### src/rtl/xadc_sample_framer.sv
// Reads each enabled XADC conversion result over DRP and streams it out as a
// 4-byte frame {sync, channel, seq/sample[11:8], sample[7:0]} on an 8-bit AXI-Stream.
module xadc_sample_framer #(
    parameter logic [7:0]  SYNC_BYTE      = 8'hA5,
    parameter logic [31:0] CH_ENABLE_MASK = 32'h1010_0000,
    parameter int unsigned DRP_TIMEOUT    = 64
) (
    input  logic        clk,
    input  logic        rst,
    input  logic        eoc,
    input  logic [4:0]  channel,
    output logic        drp_den,
    output logic        drp_dwe,
    output logic [6:0]  drp_daddr,
    output logic [15:0] drp_di,
    input  logic        drp_drdy,
    input  logic [15:0] drp_do,
    output logic [7:0]  m_tdata,
    output logic        m_tvalid,
    input  logic        m_tready,
    output logic [15:0] drop_count,
    output logic [7:0]  timeout_count
);

    localparam int unsigned TW = (DRP_TIMEOUT > 1) ? $clog2(DRP_TIMEOUT) : 1;

    typedef enum logic [1:0] {
        S_IDLE     = 2'd0,
        S_DRP_REQ  = 2'd1,
        S_DRP_WAIT = 2'd2,
        S_SEND     = 2'd3
    } state_t;

    state_t          r_state;
    logic [4:0]      r_ch;
    logic [11:0]     r_sample;
    logic [3:0]      r_seq;
    logic [1:0]      r_idx;
    logic [TW-1:0]   r_wait_cnt;
    logic            r_den;
    logic [6:0]      r_daddr;
    logic [7:0]      r_tdata;
    logic            r_tvalid;
    logic [15:0]     r_drop;
    logic [7:0]      r_tmo;

    logic            w_ch_en;
    logic            w_busy_drop;
    logic            w_xfer;
    logic [7:0]      w_next_byte;
    logic            w_unused_ok;

    assign w_ch_en     = CH_ENABLE_MASK[channel];
    assign w_busy_drop = eoc && w_ch_en && (r_state != S_IDLE);
    assign w_xfer      = r_tvalid && m_tready;
    // The DRP result occupies the top 12 bits; the low nibble is discarded.
    assign w_unused_ok = ^drp_do[3:0];

    // Byte presented after the one at r_idx transfers.
    always_comb begin
        w_next_byte = 8'h00;
        case (r_idx)
            2'd0:    w_next_byte = {3'b000, r_ch};
            2'd1:    w_next_byte = {r_seq, r_sample[11:8]};
            2'd2:    w_next_byte = r_sample[7:0];
            default: w_next_byte = 8'h00;
        endcase
    end

    always_ff @(posedge clk) begin
        if (rst) begin
            r_state    <= S_IDLE;
            r_ch       <= 5'd0;
            r_sample   <= 12'd0;
            r_seq      <= 4'd0;
            r_idx      <= 2'd0;
            r_wait_cnt <= '0;
            r_den      <= 1'b0;
            r_daddr    <= 7'd0;
            r_tdata    <= 8'h00;
            r_tvalid   <= 1'b0;
            r_drop     <= 16'd0;
            r_tmo      <= 8'd0;
        end else begin
            r_den <= 1'b0;
            // Any enabled eoc arriving outside IDLE is lost; count it.
            if (w_busy_drop && (r_drop != 16'hFFFF)) begin
                r_drop <= r_drop + 16'd1;
            end
            case (r_state)
                S_IDLE: begin
                    if (eoc && w_ch_en) begin
                        r_ch    <= channel;
                        r_daddr <= {2'b00, channel};
                        r_den   <= 1'b1;
                        r_state <= S_DRP_REQ;
                    end
                end
                S_DRP_REQ: begin
                    r_wait_cnt <= '0;
                    r_state    <= S_DRP_WAIT;
                end
                S_DRP_WAIT: begin
                    if (drp_drdy) begin
                        r_sample <= drp_do[15:4];
                        r_idx    <= 2'd0;
                        r_tdata  <= SYNC_BYTE;
                        r_tvalid <= 1'b1;
                        r_state  <= S_SEND;
                    end else if (r_wait_cnt == TW'(DRP_TIMEOUT - 1)) begin
                        if (r_tmo != 8'hFF) begin
                            r_tmo <= r_tmo + 8'd1;
                        end
                        r_state <= S_IDLE;
                    end else begin
                        r_wait_cnt <= r_wait_cnt + TW'(1);
                    end
                end
                S_SEND: begin
                    if (w_xfer) begin
                        if (r_idx == 2'd3) begin
                            r_tvalid <= 1'b0;
                            r_seq    <= r_seq + 4'd1;
                            r_state  <= S_IDLE;
                        end else begin
                            r_idx   <= r_idx + 2'd1;
                            r_tdata <= w_next_byte;
                        end
                    end
                end
                default: begin
                    r_tvalid <= 1'b0;
                    r_state  <= S_IDLE;
                end
            endcase
        end
    end

    assign drp_den       = r_den;
    assign drp_dwe       = 1'b0;
    assign drp_daddr     = r_daddr;
    assign drp_di        = 16'h0000;
    assign m_tdata       = r_tdata;
    assign m_tvalid      = r_tvalid;
    assign drop_count    = r_drop;
    assign timeout_count = r_tmo;

endmodule

### config.mk
export PLATFORM = sky130hd
export DESIGN_NAME = xadc_sample_framer
export DESIGN_NICKNAME = d
export VERILOG_FILES = /design/src/rtl/xadc_sample_framer.sv
export SDC_FILE = /design/constraint.sdc
export NUM_CORES = 1
export LEC_CHECK = 0
export ABC_AREA = 1
export CORE_ASPECT_RATIO = 1.5
export CORE_UTILIZATION = 46
export CTS_CLUSTER_DIAMETER = 40
export DETAILED_ROUTE_END_ITERATION = 8
export DONT_BUFFER_PORTS = 1
export PLACE_DENSITY = 0.64
export SYNTH_ARGS = -nofsm -noshare
export SYNTH_HDL_FRONTEND = slang
export SYNTH_SLANG_ARGS = --single-unit
### constraint.sdc
create_clock -name clk -period 3.45 [get_ports clk]
set_clock_uncertainty 0.1 [all_clocks]
set_input_delay 0.5175 -clock clk [delete_from_list [all_inputs] [get_ports clk]]
set_output_delay 0.5175 -clock clk [all_outputs]
set_load 0.03 [all_outputs]
Yosys cells after proc, flatten, opt, wreduce, memory -nomap -nowiden
Memory sizes are Yosys's and may differ from the RTL's.
Index checks and enable logic that the tools add are counted.
- add/sub/neg operators: 5
- $lt $le $gt $ge: 1
- eq/ne operators: 17
- multiplexer cells: 24
- bitwise operators: 2
- reductions and logical operators: 18
- operator list (kind ; count):
    $mux 8 ; 3
    $pmux 8 s3 ; 1
    $add 16x1->16 const B ; 1
    $mux 2 ; 8
    $ne 16x16->1 const B ; 1
    $pmux 8 s2 ; 1
    $reduce_and 4->1 ; 4
    $ne 2x2->1 const B ; 7
    $mux 6 ; 2
    $pmux 6 s2 ; 1
    $add 8x1->8 const B ; 1
    $eq 2x2->1 const B ; 4
    $ne 8x8->1 const B ; 1
    $pmux 2 s4 ; 1
    $add 6x1->6 const B ; 1
    $eq 6x6->1 const B ; 1
    $lt 5x6->1 const B ; 1
    $reduce_and 3->1 ; 2
    $reduce_bool 2->1 ; 3
    $mux 1 ; 5
    $add 4x1->4 const B ; 1
    $eq 2x1->1 const B ; 2
    $logic_and 1x1->1 ; 4
    $logic_not 2->1 ; 2
    other kinds (7) ; 9
- register bits: 65
- bits in read-only memories: 32
- bits of input ports: 26
- output and inout bits: 58
- logic and storage cells: 79
- memories kept: 1
- memories (name ; words ; width ; read ports ; clocked after memory_dff ; wr ports ; line ; RTL):
    (no name shown) ; 32 ; 1 ; 1 ; 0 ; 0 ; 53 ; assign w_ch_en = CH_ENABLE_MASK[channel];

Longest topological paths before layout
- depth after elaboration: 5
- depth in mapped cells: 10

Least setup slack after synthesis
OpenSTA, ideal clock, no wires.
- kind: register to register
- from: register r_drop[0], in the netlist drop_count[0]
- to: register r_drop[11], in the netlist drop_count[11]
- arrival time: 1.585 ns
- data required time: 3.215 ns
- setup slack: 1.630 ns
- cell stages (with the launch flop): 10
- period minus slack after synthesis: 1.820 ns
- cells stage by stage: dfxtp_1 ha_1 nand2_1 nor2_1 nand2_1 nor2_1 nor2_4 buf_6 nand2_1 a21oi_2
- longest elaborated chain between the ends: 2
- elaborated cells on any way between the ends: 3
- classes of those cells: add/sub (1); eq/ne (1); reduce/logical (1)
- ends and longest elaborated chain (what ; line ; RTL):
    start, declared ; 44 ; logic [15:0] r_drop;
    start signal, assigned ; 88 ; r_drop <= r_drop + 16'd1;
    parallel branches: the longest is 2 deep, another holds $add 16x1->16 ; -- ;
Parallel ways; which one is timed is not known.
A chain may end at the register's enable or synchronous reset.

Worst setup path in the final report
- from: register r_drop[0], in the netlist drop_count[0]
- to: register r_drop[9], in the netlist drop_count[9]
The elaborated chain is that of the path after synthesis.

==> impl_metrics.csv <==
group,metric,value,unit
sta,finalHoldViolCount,0,
global_route,grt_util_met3,0.0705,
cts,clk-insertion-delay-late,0.36,ns
finish,final_nets,529,
sta,fmax,0.445,GHz
sta,relSlewSlack,0.381,
route,num_vias,2928,
placed_design,portBuffers,0,
floorplan,fp.dieH,107,um
setup_path,cp-end-kind,"flop",
finish,multi_input_area,1730,um^2
setup_path,arrival,2.44,ns
power_and_ir_drop,powerDensity,555,nW/um^2
finish,fill_cells,725,
route,initialDrtViolationCount,158,
sta,slew_viol_final,0,
synth,avgSynthCellArea,6.79,um^2
cts,post-cts-setup-buffer-count,0,
sta,tightestPinTransition,0.928,ns
floorplan,rows,37,
synth,synth_seq_cells,65,
global_route,grt_pass1_wl,12400,um
global_route,grt_pass1_vias,2793,
global_route,grtUsageMet1,0.235,
placed_design,place_inst,581,
sta,finalSetupViolCount,0,
status,outcome,"complete, no violations",
synth,netlist.area_leader.share,0.385,
route,dr.pass1.iters,4,
setup_path,crit_type,"flop to flop",
cts,cts_htree_levels,3,
placed_design,dp_slack,1.22,ns
synth,yosysTopAreaCell,"dfxtp_1",
floorplan,core-area,6990,um^2
synth,syn_area,3380,um^2
hold_path,min_path_type,"input pin to flop",
setup_path,reg2reg_to,"drop_count[9]",
route,wl_per_cell,12.6,um
setup_path,required,3.64,ns
setup_path,critPathCapture,"drop_count[9]",
floorplan,io_pins,84,
finish,areaGrowthSynthToFinish,6.03,%
finish,fin_util,0.513,
cts,clockBufferDepth,2,
synth,synth_cells,498,
cts,cts_buffers,9,
floorplan,dieArea,7700,um^2
hold_path,holdPathStages,1,
finish,drive_above_1_share,0.0680,
floorplan,initial_core_util,0.484,
finish,final_common_cell,"nand2_1",
global_route,overflow,0,
route,wirelength,7540,um
cts,clk_pin_slew,0.07,ns
power_and_ir_drop,power_leakage,1.40,nW
setup_path,crit_start,"drop_count[0]",
synth,synthTopCellsByArea,"dfxtp_1 38%, nand2_1 16%, nor2_1 6.2%",
finish,seqCellArea,1300,um^2
sta,finalCritPeriodShare,0.651,
setup_path,rrSetupSlack,1.20,ns
global_route,met2_usage,0.346,
global_route,antenna_found_initial,1,
placed_design,gp_congestion,0.805,
synth,ys_types,27,
global_route,grt_max_degree,36,
cts,cts_root_buffer,"clkbuf_8",
placed_design,dpl.hpwl,5270,um
route,antenna_left,0,
finish,stdcell_count,598,
cts,clock_sinks,65,
synth,yosysSeqAreaShare,0.385,
setup_path,cp-start-kind,"flop",
cts,ctsHoldBuffers,0,
cts,cts-resized-gates,0,
global_route,grt_usage,0.208,
setup_path,worst-r2r-cell-count,7,
flow_run,maxCapViolCount,0,
global_route,top_usage_layer,"met2",
synth,ys.warnings.count,0,
cts,cts_tree,"yes",
route,drcViolationCount,0,
sta,finalSetupTns,0,ns
finish,most-common-layout-cells,"142 x nand2_1, 65 x dfxtp_1, 56 x nor2_1",
sta,rsz0062_at_grt,"no",
sta,final.min_clock_period,2.25,ns
sta,fin_ws,1.20,ns
power_and_ir_drop,ir_drop,235,uV
route,vias_per_cell,4.90,
setup_path,cp_max_fo,13,
setup_path,r2r-start,"drop_count[0]",
floorplan,chipWidth,72.0,um
[logic make-up (layout without fill, tap and decap cells)]
group / Yosys count / after routing / share of synthesized area
AND/OR/NAND/NOR: 249 / 249 / 0.305
flip-flops: 65 / 65 / 0.385
adder cells (fa/ha/maj): 8 / 8 / 0.0296
buffers and inverters: 86 / 70 / 0.122
AO/OA/AOI/OAI: 78 / 78 / 0.129
other: 1 / 20 / 0.00111
XOR/XNOR: 11 / 11 / 0.0285
[per-stage QoR]
stage | area (um^2) | power (mW) | hold WS [ns]
floorplan | 3450 | 1.22 | 0.330
global placement | 3360 | 1.25 | 0.344
detailed placement | 3360 | 1.26 | 0.350
CTS | 3580 | 2.00 | 0.0977
global route | 3580 | 2.09 | 0.0942
finish | 3580 | 1.99 | 0.107
[layer usage]
layer | share of wire | wire length (um)
met5 | 0 | 0
met3 | 0.062 | 466
met1 | 0.44 | 3300
met4 | 0.021 | 155
met2 | 0.48 | 3620
[critical path, cell delays in order, from the launching register on]
cell	delay (ns)
dfxtp_1	0.62
ha_1	0.30
nand2_1	0.07
nor2_1	0.14
nand2_1	0.14
o21ai_2	0.52
nand2_1	0.15
a21oi_2	0.15
[Yosys cell counts, drive strengths merged]
library cell and instances:
nand2 144, dfxtp 65, nor2 59, inv 54
a21oi 51, nand3 33, buf 24, o21ai 24
xor2 9, clkbuf 8, ha 8, nand4 6
nor3 4, and2 3, o22ai 3, xnor2 2
conb 1
[worst min path at each step]
stage / endpoint / slack [ns] / start
2_1_floorplan: r_sample[7] / 0.33 / r_sample[7]
3_3_place_gp: r_sample[6] / 0.34 / r_sample[6]
3_5_place_dp: r_sample[2] / 0.35 / r_sample[2]
4_1_cts: drop_count[14] / 0.1 / rst
5_1_grt: drop_count[14] / 0.09 / rst
6_report: drop_count[14] / 0.11 / rst
[registers in the layout (all words and copies together) (netlist names)]
| signal | count |
|---|---|
| r_sample | 12 |
| timeout_count | 8 |
| m_tdata | 8 |
| drp_daddr | 5 |
| m_tvalid | 1 |
| r_wait_cnt | 6 |
| r_state | 2 |
| drop_count | 16 |
| r_seq | 4 |
| drp_den | 1 |
| r_idx | 2 |
[report_power, final]
part / total, mW / switching, mW / internal (mW)
registers: 0.916 / 0.102 / 0.814
clock network: 0.746 / 0.299 / 0.448
logic: 0.327 / 0.237 / 0.0893
[layout make-up]
| class | count | area share |
|---|---|---|
| Sequential cell | 65 | 0.363 |
| Tap cell | 97 | 0.0339 |
| Clock inverter | 2 | 0.0168 |
| Clock buffer | 14 | 0.0454 |
| Inverter | 54 | 0.0565 |
| Multi-Input combinational cell | 365 | 0.484 |
| Antenna cell | 1 | 0.000698 |
Power figures use the tool's default switching activity.
